[src/rtl/pipe_stage_reg.sv]
// Elastic inter-stage pipeline register: valid/ready handshake, optional
// two-entry skid buffer, synchronous flush that leaves a FLUSH_VAL bubble.
module pipe_stage_reg #(
  parameter int unsigned      WIDTH     = 96,
  parameter bit               SKID      = 1'b1,
  parameter logic [WIDTH-1:0] FLUSH_VAL = '0
) (
  input  logic             clk,
  input  logic             reset,
  input  logic             flush,
  input  logic             in_valid,
  output logic             in_ready,
  input  logic [WIDTH-1:0] in_data,
  output logic             out_valid,
  input  logic             out_ready,
  output logic [WIDTH-1:0] out_data,
  output logic [1:0]       occupancy
);

  // State encoding doubles as the occupancy count.
  typedef enum logic [1:0] {
    EMPTY = 2'd0,
    FULL  = 2'd1,
    BUSY  = 2'd2
  } state_t;

  state_t           state_q, state_d;
  logic [WIDTH-1:0] main_q, main_d;
  logic [WIDTH-1:0] skid_q, skid_d;
  logic             out_valid_q, out_valid_d;
  logic             in_ready_q, in_ready_d;
  logic             accept, consume;

  assign accept  = in_valid & in_ready;
  assign consume = out_valid_q & out_ready;

  // With a skid entry in_ready comes straight from a flop; without one it
  // must see out_ready so a full stage can still pass a word per cycle.
  generate
    if (SKID) begin : g_skid_ready
      assign in_ready = in_ready_q;
    end else begin : g_flow_ready
      assign in_ready = ~out_valid_q | out_ready;
    end
  endgenerate

  assign out_valid = out_valid_q;
  assign out_data  = main_q;
  assign occupancy = 2'(state_q);

  always_comb begin
    state_d = state_q;
    main_d  = main_q;
    skid_d  = skid_q;
    unique case (state_q)
      EMPTY: begin
        if (accept) begin
          state_d = FULL;
          main_d  = in_data;
        end
      end
      FULL: begin
        if (accept && consume) begin
          main_d = in_data;
        end else if (accept) begin
          state_d = BUSY;
          skid_d  = in_data;
        end else if (consume) begin
          state_d = EMPTY;
          main_d  = FLUSH_VAL;
        end
      end
      BUSY: begin
        if (consume) begin
          state_d = FULL;
          main_d  = skid_q;
          skid_d  = FLUSH_VAL;
        end
      end
      default: begin
        state_d = EMPTY;
        main_d  = FLUSH_VAL;
        skid_d  = FLUSH_VAL;
      end
    endcase
    // Flush overrides all handshake activity; a same-cycle consume has
    // already been seen downstream, an accepted input is simply dropped.
    if (flush) begin
      state_d = EMPTY;
      main_d  = FLUSH_VAL;
      skid_d  = FLUSH_VAL;
    end
    out_valid_d = (state_d != EMPTY);
    in_ready_d  = (state_d != BUSY);
  end

  always_ff @(posedge clk or posedge reset) begin
    if (reset) begin
      state_q     <= EMPTY;
      main_q      <= FLUSH_VAL;
      skid_q      <= FLUSH_VAL;
      out_valid_q <= 1'b0;
      in_ready_q  <= 1'b1;
    end else begin
      state_q     <= state_d;
      main_q      <= main_d;
      skid_q      <= skid_d;
      out_valid_q <= out_valid_d;
      in_ready_q  <= in_ready_d;
    end
  end

endmodule

[config.mk]
export PLATFORM = sky130hd
export DESIGN_NAME = pipe_stage_reg
export DESIGN_NICKNAME = d
export VERILOG_FILES = /design/src/rtl/pipe_stage_reg.sv
export SDC_FILE = /design/constraint.sdc
export NUM_CORES = 1
export LEC_CHECK = 0
export CAP_MARGIN = 0
export CORE_ASPECT_RATIO = 0.5
export CORE_MARGIN = 4
export CORE_UTILIZATION = 54
export CTS_BUF_LIST = sky130_fd_sc_hd__clkbuf_4
export CTS_CLUSTER_SIZE = 16
export DETAILED_ROUTE_END_ITERATION = 16
export GPL_TIMING_DRIVEN = 0
export PLACE_DENSITY = 0.95
export SYNTH_ARGS = -nofsm -noshare
export SYNTH_HDL_FRONTEND = slang
export SYNTH_SLANG_ARGS = --single-unit
[constraint.sdc]
create_clock -name clk -period 7.43 [get_ports clk]
set_input_delay 1.486 -clock clk [delete_from_list [all_inputs] [get_ports clk]]
set_output_delay 1.486 -clock clk [all_outputs]
set_load 0.01 [all_outputs]
# Word level (Yosys, flattened, before mapping)
# Index checks and enable logic that the tools add are counted.
dict set report word_totals {
  romBits 0
  out_inout_bits 100
  mem_count 0
  in_bits 101
  ram_bits 0
  regBits 196
  latchBits 0
  elab_cells 39
}
dict set report op_classes {
  div_mod_pow 0
  add_sub_neg 0
  n_mul 0
  shift 0
  reduce_logical 5
  n_lt_le_gt_ge 0
  n_eq_ne 10
  n_mux 17
  n_bitwise 2
}
# cell n
set ops {}
lappend ops {{2-to-1 mux 96 bit} 8}
lappend ops {{one-hot mux 96 bit (3 select lines)} 2}
lappend ops {{2-to-1 mux 2 bit} 6}
lappend ops {{!= test 3 bit, second input constant} 4}
lappend ops {{!= test 4 bit, second input constant} 2}
lappend ops {{AND reduction 4 bit} 2}
lappend ops {{one-hot mux 2 bit (3 select lines)} 1}
lappend ops {{!= test 2 bit, second input constant} 2}
lappend ops {{bitwise AND 1 bit} 2}
lappend ops {{== test 2 x 1 -> 1 bit, second input constant} 1}
lappend ops {{== test 2 bit, second input constant} 1}
lappend ops {{zero test 2 bit} 1}
lappend ops {{nonzero test 2 bit} 1}
lappend ops {{logical AND 1 bit} 1}

# Longest topological paths before layout
dict set report logic_depth {
  depth_word 7
  mapped_depth 8
  ltp_nobuf 4
}

# Least setup slack after synthesis
# Ideal clock, no wire load.
dict set report synth_path {
  path_type {input to register}
  startpoint {input port out_ready}
  endpoint {register skid_q[49]}
  path_stages 7
  setup_slack_ps 4841
  t_arrival_ps 2509
  setup_ps 79
  t_required_ps 7351
  path_buffers 3
  cell_sequence {and2_1 -> nor2_1 -> o22a_1 -> buf_2 -> buf_4 -> buf_6 -> mux2i_1}
}
dict set report synth_between {
  elab_chain_len 4
  elab_cells_between_ends 5
  classes_between {eq/ne: 2; bitwise: 1; reduce/logical: 2}
}
# item line
set synth_lines {}
lappend synth_lines {{start: declaration} 15} ;# input logic out_ready,
lappend synth_lines {{bitwise AND 1 bit *} 35} ;# assign consume = out_valid_q & out_ready;
lappend synth_lines {{logical AND 1 bit} 63} ;# if (accept && consume) begin
lappend synth_lines {{!= test 3 bit (no line)} n/a}
lappend synth_lines {{AND reduction 4 bit (no line) *} n/a}
lappend synth_lines {{end signal: assignment} 107} ;# skid_q <= skid_d;
lappend synth_lines {{end: declaration} 29} ;# logic [WIDTH-1:0] skid_q, skid_d;
# Every way passes the cells marked *; elsewhere a longest branch is shown, timed or not.
# A chain may end at the register's enable or synchronous reset.

# Final worst setup path
dict set report layout_path {
  startpoint {register in_ready_q (netlist: in_ready)}
  endpoint {output port in_ready}
}
# item line
set layout_rtl {}
lappend layout_rtl {{start: declaration} 31} ;# logic in_ready_q, in_ready_d;
lappend layout_rtl {{start signal: assignment} 109} ;# in_ready_q <= in_ready_d;
lappend layout_rtl {{end: declaration} 12} ;# output logic in_ready,
# No word-level cell between the ends.

==> metrics.md <==
| Metric | Value |
|---|---|
| Post-Route WL | `27.5 mm` |
| Worst-path clk slew | `0.15 ns` |
| Clock latency on the worst-skew pair | `0.60 ns` |
| Seq/Total Area, Yosys | `0.482` |
| Worst reg2reg endpoint | `skid_q[81]` |
| Area delta synth->final | `25.6%` |
| Postcts setup bufs | `0` |
| Residual DRC count | `0` |
| Crit-path max FO | `6` |
| Post-synthesis compound-gate area fraction | `0.172` |
| RSZ-0062 raised after global routing | `no` |
| Reg-to-reg setup timing slack | `5.31 ns` |
| Top cells by area, synth | `dfrtp_1 48%, mux2i_1 19%, o2bb2ai_1 8.4%` |
| Cells after DPL | `1,345` |
| FFs w/ async S/R, synth | `1.00` |
| Critical path's largest stage delay | `0.63 ns` |
| Post-synthesis adder-cell area fraction | `0` |
| PortBufs | `200` |
| Initial Util | `0.552` |
| H-tree lvl count | `4` |
| Mux contribution to synthesized area | `0.189` |
| Main flop type after synthesis | `dfrtp_1` |
| Hold Path Depth | `1` |
| Syn nets | `986` |
| M3 GR Usage | `0.0450` |
| Die span in x | `202 µm` |
| Pwr Density | `181 nW/µm²` |
| Peak VDD IR | `0.0000998 V` |
| CTS tree | `yes` |
| Combinational power share | `0.262` |
| Num CTS Buffers | `17` |
| Clk pwr share | `0.232` |
| Fin Clk Skew | `0.0302 ns` |
| Simple-gate share of the synthesized area | `0.105` |
| CP required | `5.94 ns` |
| Final weighted congestion of routability-driven global placement | `0.878` |
| Initial antenna violation count | `1` |
| Crit path kind | `reg2out` |
| Hold slack | `0.519 ns` |
| Core Rows | `35` |
| Post-synth top area share | `0.480` |
| Root Buffer | `clkbuf_4` |
| Worst Tran Pin Value | `0.748 ns` |
| Switching share of power | `0.321` |
| Power Total | `2.31 mW` |
| Met1 usage | `0.351` |
| F_max | `0.304 GHz` |
| Die Y | `105 µm` |
| Cell area after layout | `12,800 µm²` |
| Pre-antenna DRT Iters | `7` |
| Critical Path Source | `in_ready` |
| Io pins | `201` |
| Arr. time, crit path | `1.80 ns` |
| Wire per inst | `19.9 µm` |
| Fillcell total | `1,349` |
| Final #Nets | `1,206` |
| GRT Util Overall | `0.260` |
| Setup_tns | `0 ns` |
| Final Cycle Share | `0.443` |
| Worst Hold Launch | `out_data[23]` |
| Post-synth top area cell | `dfrtp_1` |
| Die area | `21,200 µm²` |
| Final Non-Filler Cells | `1,378` |
| Worst Path Buf+Inv | `1` |
| Post-Place Cell Area | `12,500 µm²` |
| Synth top cells by count | `195 x dfrtp_1, 192 x mux2i_1, 99 x nand2_1, 97 x nand2b_1, 97 x o2bb2ai_1` |
| Xor and xnor area share after synthesis | `0.000861` |
| Netlist cell types | `27` |
| Max-cap viol count | `0` |
| First-pass GRT wire length | `44.6 mm` |
| Hold EP | `out_data[23]` |
| Yosys reg bits | `196` |
| GRT overflow | `0` |
| Largest family of logic cells by synthesized area | `multiplexers` |
| HPWL after DPL | `19.8 mm` |
| Share of cells above drive strength 1 | `0.0912` |
| Via count | `7,985` |
| CP endpoint kind | `output port` |
| Mapped cell area | `10,200 µm²` |
| Syn avg cell area | `11.5 µm²` |
| Rel. slew slack | `0.502` |
| Final setup viols | `0` |
| Core ar. | `18,400 µm²` |
| First DRT Iteration DRCs | `383` |
| Slew Viols, Final | `0` |
| Hold Crit Class | `reg2reg` |
| Net Sw Power | `741 µW` |
| Largest net degree at the start of global routing | `105` |
| Lkg Pwr | `5.20 nW` |
| Hold Fails Final Rpt | `0` |
| Resize count post-CTS | `0` |
| Most frequent cell after synthesis | `dfrtp_1` |
| Fin crit period | `3.29 ns` |
| Clk sinks | `196` |
| Worst-path cell chain | `clkdlybuf4s50_1` |
| Synthesized instance count | `885` |
| Sequential power share | `0.505` |
| P_int | `1.57 mW` |
| Clock buffer depth | `2` |
| Top Usage Layer GRT | `met2` |
| Yosys warnings | `0` |
| RR Startpoint | `occupancy[1]` |
| ANT nets after route | `0` |
| Vias in the first global route | `8,457` |
| Status | `finished clean` |
| Routed vias/inst | `5.79` |
| EDFF count, synth | `0` |
| Slowest CP cell | `dfstp_2` |
| Count of hold buffers inserted by post-cts repair | `0` |
| CP Launch Type | `register` |
| GR met2 Demand/Resource | `0.429` |
| CP top delay family | `flip-flops` |
| Worst Reg-to-Reg Cells | `7` |
==> per-stage QoR <==
stage	utilization	setup WS, ns
2_1_floorplan	-	0.605
4_1_cts	0.693	4.11
3_3_place_gp	0.678	-1.74
5_1_grt	0.693	4.09
6_report	0.693	4.14
3_5_place_dp	0.680	3.70
==> worst reg2reg max path: cells and delay by family (launching register included) <==
family,cells,cell delay [ns]
DFF,1,0.41
buffers and inverters,4,0.90
muxes,1,0.15
and+or+nand+nor,2,0.59
==> final cells by class <==
| class | instances | area, µm² | share of cell area |
|---|---|---|---|
| diodes | 1 | 2.50 | 0.000196 |
| flip-flops and latches | 196 | 4910 | 0.384 |
| well taps | 259 | 324 | 0.0254 |
| inverters | 2 | 15.0 | 0.00118 |
| clock buffers | 19 | 143 | 0.0112 |
| multi-input cells | 602 | 4750 | 0.372 |
| clock inverters | 13 | 100 | 0.00784 |
| plain buffers | 85 | 505 | 0.0396 |
| repair buffers | 201 | 2030 | 0.159 |
==> cell usage in the layout, fill, tap and decap left out, types with 8 or more instances in the layout <==
master,netlist,routed
buf_2,38,38
clkdlybuf4s50_1,0,200
a22o_1,96,96
clkbuf_1,12,12
buf_4,17,17
buf_1,8,8
nand2b_1,97,97
nand2_1,99,99
dfrtp_1,195,195
mux2i_1,192,192
clkbuf_4,0,19
buf_6,10,10
o2bb2ai_1,97,97
==> power groups by stage <==
| stage | combinational (mW) | clock, mW | sequential [mW] |
|---|---|---|---|
| detailed placement | 0.604 | 0 | 1.19 |
| CTS | 0.607 | 0.544 | 1.17 |
| finish | 0.606 | 0.537 | 1.17 |
| floorplan | 0.316 | 0 | 1.20 |
| global route | 0.649 | 0.592 | 1.18 |
| global placement | 0.584 | 0 | 1.18 |
==> flip-flops by register name, indices dropped and copies added, names as in the netlist <==
signal	flops
in_ready	1
occupancy	2
skid_q	96
out_data	96
out_valid	1
==> worst max path at each step <==
stage	endpoint	slack [ns]	cells past startpoint
6_report	in_ready	4.14	1
5_1_grt	in_ready	4.09	1
4_1_cts	in_ready	4.11	1
3_5_place_dp	skid_q[81]	3.70	7
3_3_place_gp	out_data[27]	-1.74	2
2_1_floorplan	occupancy[0]	0.61	1
==> cell families after synthesis <==
group                     count (synthesis)
AOI/OAI and AO/OA                       202
xor gates and xnor gates                  1
buffers and inverters                    87
DFF                                     196
muxes                                   192
and+or+nand+nor                         207
==> layer usage <==
metal,vias up,share of wire
li1,3659,-
met1,4073,0.45
met2,201,0.49
met3,52,0.041
met4,0,0.025
met5,-,0
No activity file was read; power rests on OpenSTA's default activity.
